[config.mk]
export PLATFORM = sky130hd
export DESIGN_NAME = vga_sync_decoder
export DESIGN_NICKNAME = d
export VERILOG_FILES = /design/src/rtl/vga_timing_pkg.sv /design/src/rtl/sync_edge.sv /design/src/rtl/vga_sync_decoder.sv
export SDC_FILE = /design/constraint.sdc
export NUM_CORES = 1
export LEC_CHECK = 0
export CORE_MARGIN = 2
export CORE_UTILIZATION = 50
export DETAILED_ROUTE_END_ITERATION = 10
export DONT_BUFFER_PORTS = 1
export SLEW_MARGIN = 20
export SYNTH_ARGS = -nofsm -noshare
export SYNTH_HDL_FRONTEND = slang
export SYNTH_SLANG_ARGS = --single-unit
[constraint.sdc]
create_clock -name i_clk -period 2.95 [get_ports i_clk]
set_input_delay 0.1475 -clock i_clk [delete_from_list [all_inputs] [get_ports i_clk]]
set_output_delay 0.1475 -clock i_clk [all_outputs]
set_load 0.01 [all_outputs]
[src/rtl/vga_timing_pkg.sv]
// 640x480 VGA timing constants shared by the generator and the decoder,
// plus the state encoding of the sync decoder.
package vga_timing_pkg;

    localparam int H_ACTIVE     = 640;
    localparam int H_SYNC_START = 656;
    localparam int H_SYNC_END   = 752;
    localparam int H_TOTAL      = 800;

    localparam int V_ACTIVE     = 480;
    localparam int V_SYNC_START = 490;
    localparam int V_SYNC_END   = 492;
    localparam int V_TOTAL      = 525;

    typedef enum logic [1:0] {
        SEARCH,
        ALIGN,
        ACQUIRE,
        LOCKED
    } sync_state_e;

endpackage

[src/rtl/sync_edge.sv]
// Strobe-qualified falling-edge detector for an active-low sync input.
// The previous sample resets to 1 so an idle line never reports an edge.
module sync_edge (
    input  logic i_clk,
    input  logic i_rst,
    input  logic i_stb,
    input  logic i_sig,
    output logic o_fall
);

    logic prev_q;
    logic prev_d;

    always_comb begin
        prev_d = prev_q;
        if (i_stb) begin
            prev_d = i_sig;
        end
    end

    always_ff @(posedge i_clk or posedge i_rst) begin
        if (i_rst) begin
            prev_q <= 1'b1;
        end else begin
            prev_q <= prev_d;
        end
    end

    assign o_fall = i_stb & ~i_sig & prev_q;

endmodule

[src/rtl/vga_sync_decoder.sv]
// Recovers x/y from a VGA hs/vs pair, checks line and frame periods,
// and reports lock once enough clean frames have been seen.
module vga_sync_decoder
    import vga_timing_pkg::*;
#(
    parameter int H_ACTIVE_P     = H_ACTIVE,
    parameter int H_SYNC_START_P = H_SYNC_START,
    parameter int H_TOTAL_P      = H_TOTAL,
    parameter int V_ACTIVE_P     = V_ACTIVE,
    parameter int V_SYNC_START_P = V_SYNC_START,
    parameter int V_TOTAL_P      = V_TOTAL,
    parameter int LOCK_FRAMES    = 2,
    parameter int TIMEOUT        = 1600
) (
    input  logic        i_clk,
    input  logic        i_rst,
    input  logic        i_pix_stb,
    input  logic        i_hs,
    input  logic        i_vs,
    output logic [9:0]  o_x,
    output logic [9:0]  o_y,
    output logic        o_active,
    output logic        o_frame,
    output logic        o_locked,
    output logic        o_err,
    output logic [10:0] o_line_len
);

    localparam logic [9:0]  X_LAST = 10'(H_TOTAL_P - 1);
    localparam logic [9:0]  X_SYNC = 10'(H_SYNC_START_P);
    localparam logic [9:0]  X_ACT  = 10'(H_ACTIVE_P);
    localparam logic [9:0]  Y_LAST = 10'(V_TOTAL_P - 1);
    localparam logic [9:0]  Y_SYNC = 10'(V_SYNC_START_P);
    localparam logic [9:0]  Y_ACT  = 10'(V_ACTIVE_P);
    localparam logic [9:0]  N_LINE = 10'(V_TOTAL_P);
    localparam logic [10:0] N_PIX  = 11'(H_TOTAL_P);
    localparam logic [10:0] TO_M1  = 11'(TIMEOUT - 1);
    localparam logic [7:0]  N_LOCK = 8'(LOCK_FRAMES);

    logic hs_fall;
    logic vs_fall;

    sync_edge u_hs_edge (
        .i_clk  (i_clk),
        .i_rst  (i_rst),
        .i_stb  (i_pix_stb),
        .i_sig  (i_hs),
        .o_fall (hs_fall)
    );

    sync_edge u_vs_edge (
        .i_clk  (i_clk),
        .i_rst  (i_rst),
        .i_stb  (i_pix_stb),
        .i_sig  (i_vs),
        .o_fall (vs_fall)
    );

    sync_state_e state_q, state_d;
    logic [9:0]  x_q, x_d;
    logic [9:0]  y_q, y_d;
    logic [10:0] per_q, per_d;
    logic [10:0] len_q, len_d;
    logic [9:0]  lines_q, lines_d;
    logic [7:0]  good_q, good_d;
    logic        err_q, err_d;
    logic        frame_q, frame_d;
    logic        active_q, active_d;

    logic        x_wrap;
    logic        y_wrap;
    logic        x_roll;
    logic [10:0] per_inc;
    logic [7:0]  good_inc;
    logic        hs_bad;
    logic        vs_bad;
    logic        timeout;

    always_comb begin
        x_wrap   = (x_q == X_LAST);
        y_wrap   = (y_q == Y_LAST);
        x_roll   = i_pix_stb & ~hs_fall & x_wrap;
        per_inc  = (per_q == 11'h7FF) ? per_q : per_q + 11'd1;
        good_inc = good_q + 8'd1;
        // per_inc includes the strobe carrying the edge, so one line is H_TOTAL
        hs_bad   = hs_fall & (per_inc != N_PIX);
        vs_bad   = vs_fall & ((lines_q != N_LINE) | ~x_wrap);
        timeout  = i_pix_stb & ~hs_fall & (per_q == TO_M1);

        x_d      = x_q;
        y_d      = y_q;
        per_d    = per_q;
        len_d    = len_q;
        lines_d  = lines_q;
        state_d  = state_q;
        good_d   = good_q;
        err_d    = 1'b0;
        frame_d  = 1'b0;

        if (i_pix_stb) begin
            if (hs_fall) begin
                x_d   = X_SYNC;
                len_d = per_inc;
                per_d = 11'd0;
            end else begin
                x_d   = x_wrap ? 10'd0 : x_q + 10'd1;
                per_d = per_inc;
            end

            if (vs_fall) begin
                y_d     = Y_SYNC;
                lines_d = hs_fall ? 10'd1 : 10'd0;
            end else begin
                if (x_roll) begin
                    y_d = y_wrap ? 10'd0 : y_q + 10'd1;
                end
                if (hs_fall && lines_q != 10'h3FF) begin
                    lines_d = lines_q + 10'd1;
                end
            end
        end

        unique case (state_q)
            SEARCH: begin
                if (hs_fall) begin
                    state_d = ALIGN;
                end
            end
            ALIGN: begin
                if (hs_bad) begin
                    state_d = SEARCH;
                    err_d   = 1'b1;
                end else if (vs_fall) begin
                    state_d = ACQUIRE;
                    good_d  = 8'd0;
                end
            end
            ACQUIRE: begin
                if (hs_bad || vs_bad) begin
                    state_d = SEARCH;
                    err_d   = 1'b1;
                end else if (vs_fall) begin
                    good_d = good_inc;
                    if (good_inc >= N_LOCK) begin
                        state_d = LOCKED;
                    end
                end
            end
            LOCKED: begin
                if (hs_bad || vs_bad) begin
                    state_d = SEARCH;
                    err_d   = 1'b1;
                end
            end
            default: state_d = SEARCH;
        endcase

        if (timeout) begin
            state_d = SEARCH;
            err_d   = (state_q != SEARCH);
        end

        frame_d  = (state_q == LOCKED) & x_roll & y_wrap & ~vs_fall;
        active_d = (state_d == LOCKED) & (x_d < X_ACT) & (y_d < Y_ACT);
    end

    always_ff @(posedge i_clk or posedge i_rst) begin
        if (i_rst) begin
            state_q  <= SEARCH;
            x_q      <= '0;
            y_q      <= '0;
            per_q    <= '0;
            len_q    <= '0;
            lines_q  <= '0;
            good_q   <= '0;
            err_q    <= 1'b0;
            frame_q  <= 1'b0;
            active_q <= 1'b0;
        end else begin
            state_q  <= state_d;
            x_q      <= x_d;
            y_q      <= y_d;
            per_q    <= per_d;
            len_q    <= len_d;
            lines_q  <= lines_d;
            good_q   <= good_d;
            err_q    <= err_d;
            frame_q  <= frame_d;
            active_q <= active_d;
        end
    end

    assign o_x        = x_q;
    assign o_y        = y_q;
    assign o_active   = active_q;
    assign o_frame    = frame_q;
    assign o_locked   = (state_q == LOCKED);
    assign o_err      = err_q;
    assign o_line_len = len_q;

endmodule
Word-level counts from Yosys, hierarchy flattened --
Cells that the tools add are included.
Operators by class: add/subtract/negate cells 5, $mul 0, div/mod/pow operators 0, $lt $le $gt $ge 3, equality and inequality tests 15, shift operators 0, muxes and demuxes 30, bitwise logic cells 20, reduce and logical (&&, ||, !) cells 10
Operators by type and width (number):
- $mux W10 | 9
- $mux W8 | 4
- $add A10 B1 Y10 const B | 3
- $eq A11 B11 Y1 const B | 2
- $mux W11 | 2
- $eq A10 B10 Y1 const B | 2
- $ne A10 B10 Y1 const B | 2
- $mux W2 | 8
- $pmux W8 S2 | 1
- $and A1 B1 Y1 | 14
- $add A11 B1 Y11 const B | 1
- $ne A11 B10 Y1 const B | 1
- $lt A10 B10 Y1 const B | 1
- $lt A10 B9 Y1 const B | 1
- $add A8 B1 Y8 const B | 1
- $ge A8 B2 Y1 const B | 1
- $ne A2 B2 Y1 const B | 4
- $pmux W2 S4 | 1
- $eq A2 B2 Y1 const B | 3
- $reduce_bool A2 Y1 | 3
- $not A1 Y1 | 5
- $reduce_and A5 Y1 | 1
- $mux W1 | 4
- $reduce_and A2 Y1 | 2
- 7 further kinds | 7
Storage, ports and cells: register bits after elaboration 67, bits in latches 0, memory bits (writable) 0, ROM bits 0, bits of input ports 5, logic and storage cells 95, memories 0

Logic depth before layout (Yosys ltp) --
Gate-level depths: netlist of run 1.
word-level depth 11, gate-level depth with buffers 11, mapped depth without buffers 9

Modules after synthesis --
A second synthesis of run 1 with hierarchy kept.
Unflattened totals: cells, all modules 445, area, all modules 3960.0 um^2
Modules (own cells, without submodules):
- vga_sync_decoder | instances 1, cells an instance 437, area each 3849.9 um^2, seq. area each 1626.6 um^2
- sync_edge | instances 2, cells an instance 4, area each 55.1 um^2, seq. area each 26.3 um^2

Worst setup path before layout of run 1 --
Ideal clock, no wire load.
path type reg-to-reg, start point register per_q[0], end point register good_q[2], library setup time 0.121 ns, data arrival time 2.204 ns, required time 2.829 ns, path slack 0.626 ns, cell stages (with the launch flop) 8, path buffers 0, period minus slack after synthesis 2.324 ns, cell sequence dfrtp_1 ha_1 nand3_1 nor2_1 mux2_4 a2111oi_4 o21ai_2 a22o_1
Between the ends: word-level cells in the longest chain between the ends 7, elaborated cells on any way between the ends 9, classes of those cells add/sub (1); eq/ne (4); mux (1); bitwise (1); reduce/logical (2)
Ends and longest elaborated chain:
- start, declared | line vga_sync_decoder.sv:62 | logic [10:0] per_q, per_d;
- start signal, assigned | line vga_sync_decoder.sv:183 | per_q <= per_d;
- $add A11 B1 Y11 / $eq A11 B11 Y1 (equally long branches) | line vga_sync_decoder.sv:83 | per_inc = (per_q == 11'h7FF) ? per_q : per_q + 11'd1;
- $mux W11 (*) | line vga_sync_decoder.sv:83
- $ne A11 B10 Y1 (*) | line vga_sync_decoder.sv:86 | hs_bad = hs_fall & (per_inc != N_PIX);
- $and A1 B1 Y1 (*) | line vga_sync_decoder.sv:86
- $logic_or A1 B1 Y1 | line vga_sync_decoder.sv:139 | if (hs_bad || vs_bad) begin
- $ne A2 B2 Y1 (no line)
- $reduce_and A5 Y1 (no line) (*)
- end signal, assigned | line vga_sync_decoder.sv:186 | good_q <= good_d;
- end, declared | line vga_sync_decoder.sv:65 | logic [7:0] good_q, good_d;
Mark *: on every way between the ends. The rest lies on a longest branch, timed or not. A chain may end at the register's enable or synchronous reset.

Worst setup path in the final report of run 1 --
start point register per_q[0], end point register good_q[7]
The elaborated chain is that of the path after synthesis.

==> summary.txt, run 1 <==
Floorplanning
  • Die width: 92.4 um
  • Core Region: 0.00765 sq mm
  • Initial core utilization: 51.0%
  • Cell Rows: 32
  • Die footprint: 0.00853 sq mm
  • Overall die height: 92.4 um
  • # IOs: 40

Synth
  • Cell count after synthesis: 442
  • Synth Area in Compound Gates: 18.2%
  • Synth Cell Area: 0.00390 sq mm
  • Yosys warns: 0
  • Post-synth EDFFs: 0
  • Largest family of logic cells by synthesized area: simple AND/OR/NAND/NOR gates
  • Simple-Gate Fraction of Synth Area: 25.8%
  • Share of synthesized cell area in full adder, half adder and majority cells: 2.56%
  • Synthesized flop and latch total: 67
  • XOR/XNOR Fraction of Synth Area: 3.59%
  • Post-synth ARST share: 100%
  • Top_reg_cell synth: dfrtp_1
  • Net Count, Synth: 455
  • Post-synth cell types: 60
  • Post-Syn Area per Cell: 8.83 sq um
  • Register area share after synthesis: 43.0%
  • Mux share of post-synthesis cell area: 2.56%

Timing
  • Clk_skew: 0.00691 ns
  • Final setup viols: 0
  • Unrepaired setup endpoints after global routing: false
  • Slew Limit Fails: 0
  • Setup WS post-layout: 0.322 ns
  • Hold Slack: 0.0186 ns
  • Final hold violations: 0
  • Worst-margin pin slew: 0.744 ns
  • Fin crit share: 89.1%
  • Total negative slack: 0 ns
  • Max-slew headroom: 50.3%
  • Max Fclk: 0.381 GHz
  • Period minus WS final: 2.63 ns

Placement
  • Post-DP HPWL: 6430 um
  • Global placement routability congestion: 0.856
  • Number of port buffers: 0
  • Placed cell area: 0.00399 sq mm
  • Placed Cells: 527
  • Place WS: 0.376 ns

Global route
  • Total GRT Usage: 23.1%
  • Remaining Overflow, GRT: 0
  • Initial antenna violation count: 0
  • First-pass GRT wire length: 15600 um
  • Number of global-route vias before repair: 3095
  • Largest net degree at the start of global routing: 26

Worst setup path
  • CP max FO: 8
  • CP max stage cell: dfrtp_1
  • Worst R2R Start: per_q[0]$_DFFE_PP0P_
  • Crit path capture type: flop
  • Crit-path cells: ha_1, nand3_1, nor2_1, mux2_4, a2111oi_4, o21ai_2, a22o_1
  • CP max stage delay: 0.46 ns
  • CP Data Required Time: 3.18 ns
  • Critical setup path kind: reg2reg
  • Crit path DAT: 2.86 ns
  • CP Launch Point: per_q[0]$_DFFE_PP0P_
  • Crit start category: flop

Finish
  • Area Growth Syn to Fin: 8.08%
  • Util after Layout: 55.2%
  • Final instance area: 0.00422 sq mm
  • Share of cells above drive strength 1: 9.19%
  • Finished Layout Cells: 548
  • Antenna cells: 0
  • Nets: 454

Clock network
  • Clock tree buffer depth: 2
  • CTS H-tree depth: 3
  • Clk slew on worst S/H paths: 0.08 ns
  • CTS tree: yes
  • Setup bufs post-CTS: 0
  • Latest clock arrival within the worst-skew pair: 0.35 ns
  • Post_cts resized: 0
  • Clock sinks: 67
  • Root Buffer: clkbuf_8
  • Total CTS buffers: 9
  • Hold_buf cts: 5

Routing
  • Vias: 3266
  • 1st-iter DRT viols: 152
  • Routed WL: 9220 um
  • ANT nets after route: 0
  • DR pass1 iterations: 5
  • DR WL/cell: 16.8 um
  • Drt via density: 5.96
  • DRC viols: 0

Power
  • Pwr Density: 523 mW/mm^2
  • Total chip power: 2.21 mW
  • Worst-case vdd ir drop: 0.305 mV
  • Lkg Pwr: 1.73 nW

Flow run
  • Max cap viols: 0

Worst hold path
  • HP Start: i_pix_stb
  • HP Class: in2reg

Outcome
  • Status: complete, no violations
cell usage in the layout, fill, tap and decap left out, types with 5 or more instances in the layout:
| master | count |
|---|---|
| dfrtp_1 | 65 |
| nand2_1 | 51 |
| nor2_1 | 47 |
| o21ai_0 | 30 |
| a21oi_1 | 25 |
| nand3_1 | 18 |
| inv_1 | 12 |
| a31oi_1 | 12 |
| nand4_1 | 11 |
| nor3_1 | 11 |
| and4_1 | 11 |
| clkbuf_8 | 11 |
| buf_4 | 10 |
| xor2_1 | 9 |
| and3_1 | 8 |
| a22o_1 | 8 |
| ha_1 | 8 |
| xnor2_1 | 7 |
| nand2b_1 | 6 |
| or3_1 | 5 |
| dlygate4sd3_1 | 5 |
worst max-delay path, delay by kind of cell (launching register included):
kind                     cells  cell delay (ns)
adder cells (fa/ha/maj)      1             0.28
multiplexers                 1             0.35
flip-flops                   1             0.46
AO/OA/AOI/OAI                3             0.95
AND/OR/NAND/NOR              2             0.47
Yosys cell counts (5+ instances only):
cell	count	area share (%)
or3_1	5	0.80
nand3_1	18	2.3
xnor2_1	7	1.6
inv_1	13	1.3
a22o_1	8	1.8
clkbuf_1	19	1.8
nand2b_1	6	0.96
a31oi_1	12	1.9
nor2_1	47	4.5
nand2_1	51	4.9
buf_2	5	0.64
and4_1	11	2.5
dfrtp_1	65	42
nor3_1	11	1.4
nand4_1	11	1.8
a21oi_1	25	3.2
o21ai_0	30	3.8
xor2_1	9	2.0
ha_1	8	2.6
and3_1	8	1.3
path summary, 6_finish.rpt:
kind	to	slack (ns)	cells after the start
worst max-delay path	good_q[7]$_DFFE_PP0P_	0.32	7
worst min-delay path	per_q[3]$_DFFE_PP0P_	0.02	2
worst max register to register	good_q[7]$_DFFE_PP0P_	0.32	7
worst min register to register	o_line_len[4]$_DFFE_PP0P_	0.55	2
max in group asynchronous	u_vs_edge.prev_q$_DFFE_PP1P_	1.90	3
min in group asynchronous	good_q[5]$_DFFE_PP0P_	0.29	2
kinds of logic (layout without fill, tap and decap cells):
group | Yosys count | in the layout
AO/OA/AOI/OAI | 109 | 109
XOR/XNOR | 16 | 16
adder cells (fa/ha/maj) | 8 | 8
buffers and inverters | 40 | 44
flip-flops | 67 | 67
multiplexers | 9 | 9
AND/OR/NAND/NOR | 193 | 193
metal layers:
| metal | track usage (%) | routed length, um | vias up | part of all wire [%] |
|---|---|---|---|---|
| met5 | 0 | 0 | - | 0 |
| met4 | 7.21 | 121 | 0 | 1.3 |
| met3 | 5.94 | 498 | 11 | 5.4 |
| met2 | 34.5 | 4180 | 78 | 45 |
| met1 | 33.2 | 4430 | 1573 | 48 |
| li1 | - | - | 1604 | - |
final cells by class:
type | count | area, sq um
Clock buffer | 11 | 151
Clock inverter | 5 | 27.5
Fill cell | 706 | 3430
Inverter | 13 | 48.8
Multi-Input combinational cell | 335 | 2060
Sequential cell | 67 | 1680
Tap cell | 102 | 128
Timing Repair Buffer | 15 | 125
state kept, by name, summed over array words and instances (netlist names), 2 cells and up:
name,cells
good_q,8
lines_q,10
o_line_len,11
o_x,10
o_y,10
per_q,11
state_q,2
report_power, final:
part / leakage, nW / switching, mW / internal [mW]
clock network: 0.0949 / 0.359 / 0.345
logic: 0.771 / 0.195 / 0.141
registers: 0.861 / 0.149 / 1.02
total: 1.73 / 0.703 / 1.50
Power figures use the tool's default switching activity.
==> run 2: changes to the inputs <==
ABC_AREA = 1   (was unset)
CTS_BUF_LIST = sky130_fd_sc_hd__clkbuf_2 sky130_fd_sc_hd__clkbuf_4 sky130_fd_sc_hd__clkbuf_8   (was unset)
==> summary.txt, run 2 <==
Worst setup path
  • CP max stage cell: dlygate4sd3_1
  • Crit start category: input port
  • CP max FO: 25 (+17)
  • Reg2reg path depth: 12 (+5)
  • CP Launch Point: i_hs
  • Reg-to-reg endpoint: o_active$_DFF_PP0_
  • Crit path capture type: flop
  • Critical setup path kind: in2reg
  • R2R Setup Slk: 0.67 ns (+0.35 ns)
  • Crit-path cells: dlygate4sd3_1, nor2_2, nand2_2, nand2_2, inv_2, nand3_2, inv_2, nand3_1, o21ai_1, nor2_1, nor2_1, nor2_1, nand3_1, nor2_1
  • CP Data Required Time: 3.18 ns (about the same)
  • Crit path DAT: 2.53 ns (-0.33 ns)
  • CP max stage delay: 0.55 ns (+0.09 ns)
  • Most used cell, CP: nor2_1
  • Worst R2R Start: u_hs_edge.prev_q$_DFFE_PP1P_

Timing
  • Unrepaired setup endpoints after global routing: false
  • Total negative slack: 0 ns (unchanged)
  • Fin crit share: 77.9% (-11 points)
  • Slew Limit Fails: 0 (unchanged)
  • Worst-margin pin slew: 0.567 ns (-0.176 ns)
  • Final setup viols: 0 (unchanged)
  • Max-slew headroom: 62.1% (+12 points)
  • Clk_skew: 0.00713 ns (+0.000225 ns)
  • Max Fclk: 0.435 GHz (+14%)
  • Hold Slack: 0.0997 ns (+0.0811 ns)
  • Final hold violations: 0 (unchanged)
  • Period minus WS final: 2.30 ns (-0.331 ns)

Clock network
  • CTS H-tree depth: 3 (unchanged)
  • Total CTS buffers: 9 (unchanged)
  • Clock sinks: 67 (unchanged)
  • Root Buffer: clkbuf_8
  • Setup bufs post-CTS: 0 (unchanged)
  • Post_cts resized: 0 (unchanged)
  • Clk slew on worst S/H paths: 0.07 ns (about the same)
  • Clock tree buffer depth: 2 (unchanged)
  • CTS tree: yes
  • Latest clock arrival within the worst-skew pair: 0.33 ns (-0.02 ns)

Floorplanning
  • Die footprint: 0.00851 sq mm (-0.25%)
  • Die width: 92.2 um (-0.12%)
  • # IOs: 40 (unchanged)
  • Core Region: 0.00765 sq mm (unchanged)
  • Initial core utilization: 50.9% (-0.13 points)
  • Cell Rows: 32 (unchanged)
  • Overall die height: 92.2 um (-0.12%)

Global route
  • Total GRT Usage: 22.4% (-0.75 points)
  • Largest net degree at the start of global routing: 28 (+7.7%)
  • Number of global-route vias before repair: 3181 (+2.8%)
  • Initial antenna violation count: 0 (unchanged)
  • First-pass GRT wire length: 15100 um (-3.0%)
  • Remaining Overflow, GRT: 0 (unchanged)

Finish
  • Area Growth Syn to Fin: 10.0%
  • Commonest non-fill, non-tap cell in the layout: nand2_1
  • Register Area: 0.00168 sq mm (unchanged)
  • Commonest non-fill, non-tap cells in the layout: 131 x nand2_1, 71 x inv_1, 65 x dfrtp_1, 40 x nor2_1, 37 x nand3_1
  • Layout fillers: 731 (+3.5%)
  • Nets: 533 (+17%)
  • Share of cells above drive strength 1: 12.0% (+2.8 points)
  • Multi-input logic area: 0.00188 sq mm (-8.6%)
  • Antenna cells: 0 (unchanged)

Synth
  • Top_reg_cell synth: dfrtp_1
  • Yosys warns: 0 (unchanged)
  • Post-synth EDFFs: 0 (unchanged)
  • Area leader, netlist: dfrtp_1
  • Most frequent cell after synthesis: nand2_1
  • Top cells by area, synth: dfrtp_1 42%, nand2_1 13%, inv_1 6.9%, nand3_1 4.8%, nor2_1 3.9%
  • Cell count after synthesis: 510 (+15%)
  • Most common library cells after synthesis: 131 x nand2_1, 72 x inv_1, 65 x dfrtp_1
  • Post-synth ARST share: 100% (unchanged)
  • Area share of the largest cell type after synthesis: 41.8% (+0.11 points)
  • Post-Syn Area per Cell: 7.63 sq um (-14%)
  • Net Count, Synth: 523 (+15%)
  • Register area share after synthesis: 43.1% (+0.11 points)
  • Synth Cell Area: 0.00389 sq mm (-0.26%)
  • Post-synth cell types: 39 (-35%)
  • Synthesized flop and latch total: 67 (unchanged)

Routing
  • DRC viols: 0 (unchanged)
  • DR WL/cell: 13.9 um (-18%)
  • DR pass1 iterations: 4 (-1)
  • 1st-iter DRT viols: 152 (unchanged)
  • Vias: 3255 (-0.34%)
  • Routed WL: 8690 um (-5.8%)
  • Drt via density: 5.19 (-13%)
  • ANT nets after route: 0 (unchanged)

Worst hold path
  • Hold endpoint: per_q[2]$_DFFE_PP0P_
  • HP Class: in2reg
  • HP Start: i_pix_stb
  • WHS Path Cells: 3 (+1)

Placement
  • Number of port buffers: 0 (unchanged)
  • Global placement routability congestion: 0.860 (+0.48%)
  • Post-DP HPWL: 6320 um (-1.6%)

Power
  • Total chip power: 2.58 mW (+17%)
  • Lkg Pwr: 2.12 nW (+23%)
  • Pwr Density: 603 mW/mm^2 (+15%)
  • Worst-case vdd ir drop: 0.300 mV (-1.7%)

Flow run
  • Max cap viols: 0 (unchanged)

Outcome
  • Status: complete, no violations
## run 2: where the power goes
| part | internal (mW) | switching (mW) |
|---|---|---|
| logic | 0.183 | 0.311 |
| clock network | 0.531 | 0.345 |
| registers | 1.04 | 0.168 |
| total | 1.76 | 0.824 |
## run 2: what timing repair did
action,in CTS,in global routing
endpoints found under the hold margin,34,0
hold buffers,4,0
endpoints found under the setup margin,0,0
## run 2: worst max-delay path by stage
| stage | end | depth (start not counted) |
|---|---|---|
| 2_1_floorplan | good_q[0]$_DFFE_PP0P_ | 15 |
| 3_3_place_gp | o_active$_DFF_PP0_ | 13 |
| 3_5_place_dp | o_active$_DFF_PP0_ | 14 |
| 4_1_cts | o_active$_DFF_PP0_ | 12 |
| 5_1_grt | o_active$_DFF_PP0_ | 14 |
| 6_report | o_active$_DFF_PP0_ | 14 |
## run 2: area by class of cell
class                   count  area share [%]
flip-flops and latches     67            39.2
well taps                 102            2.98
inverters                  80            7.04
clock buffers              12            3.71
clock inverters             4            1.69
repair buffers              7            1.46
multi-input cells         355            43.9
## run 2: per-layer routing
metal	vias to the layer above	share of wire, %	wire (um)	global-route usage, %
met5	-	0	0	0
met4	0	0.97	84	8.08
met3	4	5.0	434	4.52
met2	67	45	3910	35.5
met1	1504	49	4250	30.5
li1	1680	-	-	-
## run 2: through the flow
stage / cell area, sq um / setup slack (ns) / utilization, % / std cells
floorplan: 3890 / 1.00 / - / 510
global placement: 4010 / 0.650 / 52.5 / 607
detailed placement: 4010 / 0.645 / 52.5 / 607
CTS: 4280 / 0.656 / 56.0 / 627
global route: 4280 / 0.412 / 56.0 / 627
finish: 4280 / 0.653 / 56.0 / 627
## run 2: worst max-delay path: cells and delay by family
family                 cells  cell delay (ns)
buffers and inverters      3             0.93
AND/OR/NAND/NOR           10             1.37
AO/OA/AOI/OAI              1             0.08
## run 2: cells by family after synthesis
group | count (synthesis) | share of synthesized area, %
compound gates | 71 | 10.9
xor+xnor | 10 | 2.25
simple gates | 266 | 32.6
buf+inv | 88 | 8.55
fa+ha+maj | 8 | 2.57
flops | 67 | 43.1
